File: src/rtl/decimal_pkg.sv
// Shared decimal definitions for the keypad encoder and the display decoder.
// Latency: none (constants, types and a pure function only).
// Backpressure: not applicable.
package decimal_pkg;

   localparam int NIBBLE_W = 4;

   // Reverse double-dabble correction: nibbles at or above 8 after a right shift get 3 removed
   localparam logic [NIBBLE_W-1:0] BCD_ADJ       = 4'd3;
   localparam logic [NIBBLE_W-1:0] BCD_THRESH    = 4'd8;
   localparam logic [NIBBLE_W-1:0] BCD_MAX_DIGIT = 4'd9;

   typedef enum logic [1:0] {
      IDLE  = 2'd0,
      SHIFT = 2'd1,
      DONE  = 2'd2
   } state_t;

   // 7-segment patterns, bit order gfedcba, active high
   localparam logic [6:0] SEG_DIGIT [0:9] = '{
      7'h3F, 7'h06, 7'h5B, 7'h4F, 7'h66,
      7'h6D, 7'h7D, 7'h07, 7'h7F, 7'h6F
   };

   function automatic logic is_bcd_digit(input logic [NIBBLE_W-1:0] nib);
      return nib <= BCD_MAX_DIGIT;
   endfunction

endpackage

File: src/rtl/bcd_nibble_adjust.sv
// One BCD nibble correction step: subtract 3 when the nibble is 8 or more.
// Latency: combinational.
// Backpressure: none.
module bcd_nibble_adjust
   import decimal_pkg::*;
(
   input  logic [NIBBLE_W-1:0] digit,
   output logic [NIBBLE_W-1:0] adjusted
);

   // Correction applied to the already-shifted nibble
   always_comb begin
      adjusted = (digit >= BCD_THRESH) ? (digit - BCD_ADJ) : digit;
   end

endmodule

File: src/rtl/bcd_to_binary_encoder.sv
// Packed BCD to saturated unsigned binary via iterative reverse double-dabble.
// Latency: start at edge k gives done for the cycle after edge k+4*NUM_DIGITS+1.
// Backpressure: start is only accepted in IDLE; requests while busy are dropped. Optional DIGIT_CHECK_EN flags digits above 9.
module bcd_to_binary_encoder
   import decimal_pkg::*;
#(
   parameter int NUM_DIGITS = 2,
   parameter int BIN_W      = 8
) (
   input  logic                         clock,
   input  logic                         resetn,
   input  logic                         start,
   input  logic [NIBBLE_W*NUM_DIGITS-1:0] bcd_in,
   output logic                         busy,
   output logic                         done,
   output logic [BIN_W-1:0]             result,
   output logic                         ovf,
   output logic                         err
);

   localparam int W     = NIBBLE_W * NUM_DIGITS;
   localparam int CNT_W = $clog2(W) + 1;
   localparam logic [CNT_W-1:0] LAST_SHIFT = CNT_W'(W - 1);

   state_t            state;
   state_t            next_state;
   logic              load;
   logic              shift_en;
   logic              finish;
   logic [CNT_W-1:0]  cnt;
   logic [W-1:0]      bcd_reg;
   logic [W-1:0]      bin_reg;
   logic [W-1:0]      bcd_shift;
   logic [W-1:0]      bcd_adj;
   logic [W+BIN_W-1:0] bin_wide;
   logic              sat_ovf;
   logic [BIN_W-1:0]  sat_val;
   logic [BIN_W-1:0]  fin_result;
   logic              fin_ovf;

   assign bcd_shift = bcd_reg >> 1;

   for (genvar g = 0; g < NUM_DIGITS; g++) begin : g_adj
      bcd_nibble_adjust u_adj (
         .digit    (bcd_shift[g*NIBBLE_W +: NIBBLE_W]),
         .adjusted (bcd_adj[g*NIBBLE_W +: NIBBLE_W])
      );
   end

   // Saturate the full-width binary value into the result width
   always_comb begin
      bin_wide = {{BIN_W{1'b0}}, bin_reg};
      sat_ovf  = (bin_wide >> BIN_W) != '0;
      sat_val  = sat_ovf ? '1 : bin_wide[BIN_W-1:0];
   end

`ifdef DIGIT_CHECK_EN
   logic err_pending;
   logic invalid_in;

   // Any non-decimal digit in the request poisons that conversion
   always_comb begin
      invalid_in = 1'b0;
      for (int i = 0; i < NUM_DIGITS; i++) begin
         if (!is_bcd_digit(bcd_in[i*NIBBLE_W +: NIBBLE_W])) begin
            invalid_in = 1'b1;
         end
      end
   end

   // Remember the digit error from acceptance until the result is published
   always_ff @(posedge clock or negedge resetn) begin
      if (!resetn) begin
         err_pending <= 1'b0;
         err         <= 1'b0;
      end else begin
         if (load) begin
            err_pending <= invalid_in;
         end
         if (finish) begin
            err <= err_pending;
         end
      end
   end

   assign fin_result = err_pending ? '0 : sat_val;
   assign fin_ovf    = err_pending ? 1'b0 : sat_ovf;
`else
   assign err        = 1'b0;
   assign fin_result = sat_val;
   assign fin_ovf    = sat_ovf;
`endif

   // State register
   always_ff @(posedge clock or negedge resetn) begin
      if (!resetn) begin
         state <= IDLE;
      end else begin
         state <= next_state;
      end
   end

   // Sequencing: accept in IDLE, 4N shifts, then one publish cycle
   always_comb begin
      next_state = state;
      load       = 1'b0;
      shift_en   = 1'b0;
      finish     = 1'b0;
      case (state)
         IDLE: begin
            if (start) begin
               load       = 1'b1;
               next_state = SHIFT;
            end
         end
         SHIFT: begin
            shift_en = 1'b1;
            if (cnt == LAST_SHIFT) begin
               next_state = DONE;
            end
         end
         DONE: begin
            finish     = 1'b1;
            next_state = IDLE;
         end
         default: next_state = IDLE;
      endcase
   end

   // Shift datapath and registered handshake/result outputs
   always_ff @(posedge clock or negedge resetn) begin
      if (!resetn) begin
         bcd_reg <= '0;
         bin_reg <= '0;
         cnt     <= '0;
         busy    <= 1'b0;
         done    <= 1'b0;
         result  <= '0;
         ovf     <= 1'b0;
      end else begin
         done <= finish;
         if (load) begin
            bcd_reg <= bcd_in;
            bin_reg <= '0;
            cnt     <= '0;
            busy    <= 1'b1;
         end else if (shift_en) begin
            bcd_reg <= bcd_adj;
            bin_reg <= {bcd_reg[0], bin_reg[W-1:1]};
            cnt     <= cnt + 1'b1;
         end
         if (finish) begin
            busy   <= 1'b0;
            result <= fin_result;
            ovf    <= fin_ovf;
         end
      end
   end

endmodule
File: config.mk
export PLATFORM = sky130hd
export DESIGN_NAME = bcd_to_binary_encoder
export DESIGN_NICKNAME = d
export VERILOG_FILES = /design/src/rtl/decimal_pkg.sv /design/src/rtl/bcd_nibble_adjust.sv /design/src/rtl/bcd_to_binary_encoder.sv
export SDC_FILE = /design/constraint.sdc
export NUM_CORES = 1
export LEC_CHECK = 0
export CORE_MARGIN = 10
export CORE_UTILIZATION = 47
export DETAILED_ROUTE_END_ITERATION = 12
export PLACE_DENSITY = 0.76
export SETUP_SLACK_MARGIN = 0.2
export SLEW_MARGIN = 10
export SYNTH_ARGS = -nofsm -noshare
export SYNTH_HDL_FRONTEND = slang
export SYNTH_SLANG_ARGS = --single-unit
File: constraint.sdc
create_clock -name clock -period 1.2 [get_ports clock]
set_input_delay 0.18 -clock clock [delete_from_list [all_inputs] [get_ports clock]]
set_output_delay 0.18 -clock clock [all_outputs]
set_load 0.005 [all_outputs]
# Word-level counts from Yosys, hierarchy flattened

Cells that the tools add are included.

Register bits after elaboration: 32
Latch bits: 0
Memory bits (writable): 0
Memory bits (read-only): 0
Input bits: 11
Output and inout port bits: 12
Logic and storage cells: 38
Memories: 0

$add $sub $neg: 3
Multiply operators: 0
Div/mod/pow operators: 0
Magnitude comparators: 2
Equal/unequal tests: 5
Shifts and indexed selects: 0
Muxes and demuxes: 17
Bitwise logic cells: 0
Reduce and logical (&&, ||, !) cells: 4

Operator list:

| operator                                                           | count |
|---|---|
| two-way mux 8 bit                                                  | 4 |
| two-way mux 4 bit                                                  | 4 |
| two-way mux 1 bit                                                  | 6 |
| adder 4 x 1 -> 4 bit (second input constant)                       | 1 |
| equality test 4 x 3 -> 1 bit (second input constant)               | 1 |
| greater-or-equal comparator 3 x 4 -> 1 bit (second input constant) | 1 |
| greater-or-equal comparator 4 bit (second input constant)          | 1 |
| two-way mux 2 bit                                                  | 2 |
| inequality test 2 bit (second input constant)                      | 2 |
| case mux 2 bit (2 select lines)                                    | 1 |
| nonzero test 2 bit                                                 | 2 |
| subtractor 3 x 2 -> 4 bit (second input constant)                  | 1 |
| subtractor 4 x 2 -> 4 bit (second input constant)                  | 1 |
| equality test 2 x 1 -> 1 bit (second input constant)               | 1 |
| equality test 2 bit (second input constant)                        | 1 |
| logical NOT 2 bit                                                  | 1 |
| AND reduction 2 bit                                                | 1 |

# Longest topological paths before layout

Word-level depth: 4
Depth in mapped cells: 5
Gate-level depth less buffers: 5

# By module

A second synthesis with hierarchy kept.

Cell total of the unflattened synthesis: 127
Area, all modules: 1438.9 um^2

By module, submodules not included:

| module                | times used | cells each | area each (um^2) | seq. area each (um^2) |
|---|---|---|---|---|
| bcd_to_binary_encoder | 1          | 105        | 1286.2           | 800.8 |
| bcd_nibble_adjust     | 2          | 11         | 76.3             | 0.0 |

# Worst setup path before layout

No wires, ideal clock.

Path kind: reg-to-reg
From: register state[1]
To: register bcd_reg[1]
Setup time: 121 ps
Data arrival time: 1075 ps
Required time: 1079 ps
Slack: 4 ps
Stages on the path, launching flop included: 5
Path buffers: 1
Period minus slack after synthesis: 1196 ps
Cell sequence: dfrtp_1 buf_4 nor3b_4 a21oi_1 a22o_1

Longest elaborated chain between the ends: 3
Elaborated cells on any way between the ends: 6
Those cells by class: eq/ne (1); mux (3); reduce/logical (2)

RTL lines:

| what                                                              | line                         | text |
|---|---|---|
| from (decl)                                                       | bcd_to_binary_encoder.sv:25  | `state_t state;` |
| from (signal assigned)                                            | bcd_to_binary_encoder.sv:99  | `state <= next_state;` |
| equality test 2 x 1 -> 1 bit or logical NOT 2 bit (tied branches) | bcd_to_binary_encoder.sv:109 | `case (state)` |
| two-way mux 1 bit                                                 | bcd_to_binary_encoder.sv:109 |  |
| nonzero test 2 bit (no line) or two-way mux 8 bit (tied branches) | -                            |  |
| to (signal assigned)                                              | bcd_to_binary_encoder.sv:143 | `bcd_reg <= bcd_in;` |
| to (signal assigned)                                              | bcd_to_binary_encoder.sv:148 | `bcd_reg <= bcd_adj;` |
| to (decl)                                                         | bcd_to_binary_encoder.sv:31  | `logic [W-1:0] bcd_reg;` |

Parallel ways exist; a longest one is shown, timed or not.
A chain may end at the register's enable or synchronous reset.

# Final worst setup path

From: register state[0]
To: register cnt[3]

Longest elaborated chain between the ends: 3
Elaborated cells on any way between the ends: 6
Those cells by class: eq/ne (1); mux (3); reduce/logical (2)

RTL lines:

| what                                                              | line                         | text |
|---|---|---|
| equality test 2 x 1 -> 1 bit or logical NOT 2 bit (tied branches) | bcd_to_binary_encoder.sv:109 |  |
| two-way mux 1 bit                                                 | bcd_to_binary_encoder.sv:109 |  |
| nonzero test 2 bit (no line) or two-way mux 4 bit (tied branches) | -                            |  |
| to (signal assigned)                                              | bcd_to_binary_encoder.sv:150 | `cnt <= cnt + 1'b1;` |
| to (decl)                                                         | bcd_to_binary_encoder.sv:30  | `logic [CNT_W-1:0] cnt;` |

Parallel ways exist; a longest one is shown, timed or not.

==> impl_metrics.ini <==
[detailed_routing]
wl_mm = 3.19
vias_per_cell = 4.99
drt_pre_antenna_iters = 4
wire_per_inst_microns = 14.0
via_count = 1132
postRouteAntennaNets = 0
drt-initial-drc-count = 49
drc = 0

[sta]
period_share = 1.04
min_period_ns = 1.24
finClkSkew_ns = 0.00228
fmax_mhz = 804
hold_viol = 0
drv_slew = 0
worst_slack_ns = -0.0438
rsz0062_at_grt = true
setup_viol_count_final = 10
finalSetupTns_ns = -0.181

[clocking]
cts-root-buf = clkbuf_4
cts_hold_buf = 0
insertion_delay_ns = 0.34
htree_levels = 2
clkTransAtPathRegs_ns = 0.10
numCtsBuffers = 5
cts_tree = built
clock_sinks = 32
clockBufferDepth = 2

[hold_path]
min_path_type = in -> async

[synthesis]
syn_area_per_cell_sq_um = 10.7
synth_cell_type_count = 33
yosysTopAreaCell = dfrtp_1
synth-seq-cells = 32
synth_cells = 137
synth.top_cell.area_share = 0.547
yosysWarnings = 0
ys_top_cells_by_area = dfrtp_1 (55%), nand2_1 (7.4%), mux2_2 (6.2%)
netlist_area_sq_mm = 0.00146
synth.yosys.seq_area_share = 0.547

[die]
pin_count = 23
num_rows = 20
core_area_sq_mm = 0.00303
die_w_microns = 75.8
die_height_microns = 75.8
initial_utilization = 0.483
die_area_sq_mm = 0.00574

[global_route]
grt_pass1_wl_mm = 4.97
grt_use_total = 0.117
grt_max_degree = 33
grt_pass1_vias = 1086
grt_overflow = 0
antenna_found_initial = 0

[setup_path]
startpoint_type = flip-flop
worstPathRequired_ns = 1.43
cp-end-kind = flip-flop
r2r_start = state[0]$_DFFE_PN0P_
crit_start = state[0]$_DFFE_PN0P_
worstSetupPathType = reg -> reg
cp.arrival_ns = 1.47
crit_fanout = 6

[layout]
regArea_sq_um = 803
fin_util = 0.668
fin_cells = 227
num_antenna_cells = 0
finalNetCount = 196
synthToLayoutAreaGrowth_pct = 38.3
multiInputGateArea_sq_um = 657
fill_cells = 219
drive_above_1_share = 0.421

[power]
vdd_drop_max_mv = 1.09
cellPowerDensity_mw_per_mm2 = 2420
p_leak_nw = 0.981

[place]
gp_congestion = 0.806
numPortBuffers = 20
dp_hpwl_mm = 2.08
dp_cells = 207

[status]
outcome = finished, violations left
violations = setup timing

[run]
drv_cap = 0
## Yosys cell counts
library cell  count
nand2b_1          2
nor3_1            1
nand4_1           1
or3_1             1
nor2b_4           1
ha_1              3
dfrtp_1          32
o22ai_1           1
o21ai_1           2
buf_6             2
nand2_1          29
a21oi_1           3
o21ai_0          13
mux2_2            8
a31oi_1           4
buf_4             5
mux2i_1           3
nor3b_4           1
a22o_1            2
inv_1             5
nor2b_1           1
nor2_1            4
conb_1            1
o211ai_2          1
buf_2             1
xor2_1            1
o31ai_1           1
clkbuf_2          1
xnor2_1           1
o21bai_1          1
nand2b_2          1
and2_1            3
o211ai_1          1
## metrics by stage
step                total power, mW  instance area [sq um]  setup slack (ns)  hold WS, ns
finish                         4.89                   2020           -0.0438        0.197
global route                   5.24                   2020            -0.100        0.179
CTS                            4.31                   1840           -0.0289        0.185
detailed placement             3.60                   1780            -0.216        0.468
global placement               3.51                   1780            -0.187        0.459
floorplan                      2.96                   1480            0.0390       -0.116
## layout make-up
type | instances | area share
clock inverter | 2 | 0.00495
clock buffer | 6 | 0.0254
tap | 44 | 0.0272
inverter | 5 | 0.00928
timing repair buffer | 46 | 0.212
sequential | 32 | 0.397
multi-input combinational | 92 | 0.325
## path summary, 6_finish.rpt
path,to,slack [ns],cells after the start
worst max-delay path,cnt[3]$_DFFE_PN0P_,-0.04,5
worst min-delay path,result[0]$_DFFE_PN0P_,0.20,2
worst max register to register,cnt[3]$_DFFE_PN0P_,-0.04,5
worst min register to register,bcd_reg[5]$_DFFE_PN0P_,0.50,2
max in group asynchronous,state[0]$_DFFE_PN0P_,0.82,2
min in group clock,bcd_reg[0]$_DFFE_PN0P_,0.42,3
## routing by layer
layer	track usage	share of wire	vias up
li1	-	-	556
met2	0.193	0.51	20
met4	0.0866	0.022	0
met1	0.122	0.41	550
met5	0	0	-
met3	0.0378	0.060	6
## cell families after synthesis
kind of cell    Yosys count  share of synthesized area
compound gates           29                      0.119
xor+xnor                  2                     0.0120
fa+ha+maj                 3                     0.0257
buf+inv                  14                     0.0607
flops                    32                      0.547
mux                      11                     0.0821
other cells               1                    0.00256
simple gates             45                      0.151
## where the power goes
part           internal [mW]  switching [mW]  total, mW
logic                   1.32            1.08       2.40
registers               1.50           0.335       1.83
clock network          0.278           0.376      0.654
total                   3.10            1.79       4.89
## worst max-delay path, cell delays in order (launching register included)
cell and delay, ns:
dfrtp_2 0.47, nor3b_4 0.23, buf_4 0.14, buf_6 0.11
nand2b_1 0.11, mux2i_1 0.07
## cell usage in the layout (no fill, tap or decap), types with 3 or more instances in the layout
cell type        instances
a31oi_1                  4
and2_1                   3
buf_12                   3
buf_2                   10
buf_4                   12
buf_6                   10
clkbuf_4                 5
clkdlybuf4s50_1         10
dfrtp_1                 30
inv_2                    3
mux2_2                   8
nand2_1                 27
nor2_1                   4
o21ai_1                  6
o21ai_2                  7
## repair_timing
action,in CTS,in global routing
buffers inserted,2,9
cloned,0,1
endpoints found under the setup margin,41,41
resized for setup,48,34
pin swaps,3,6
Note: power is estimated with default switching activity, not from simulation.
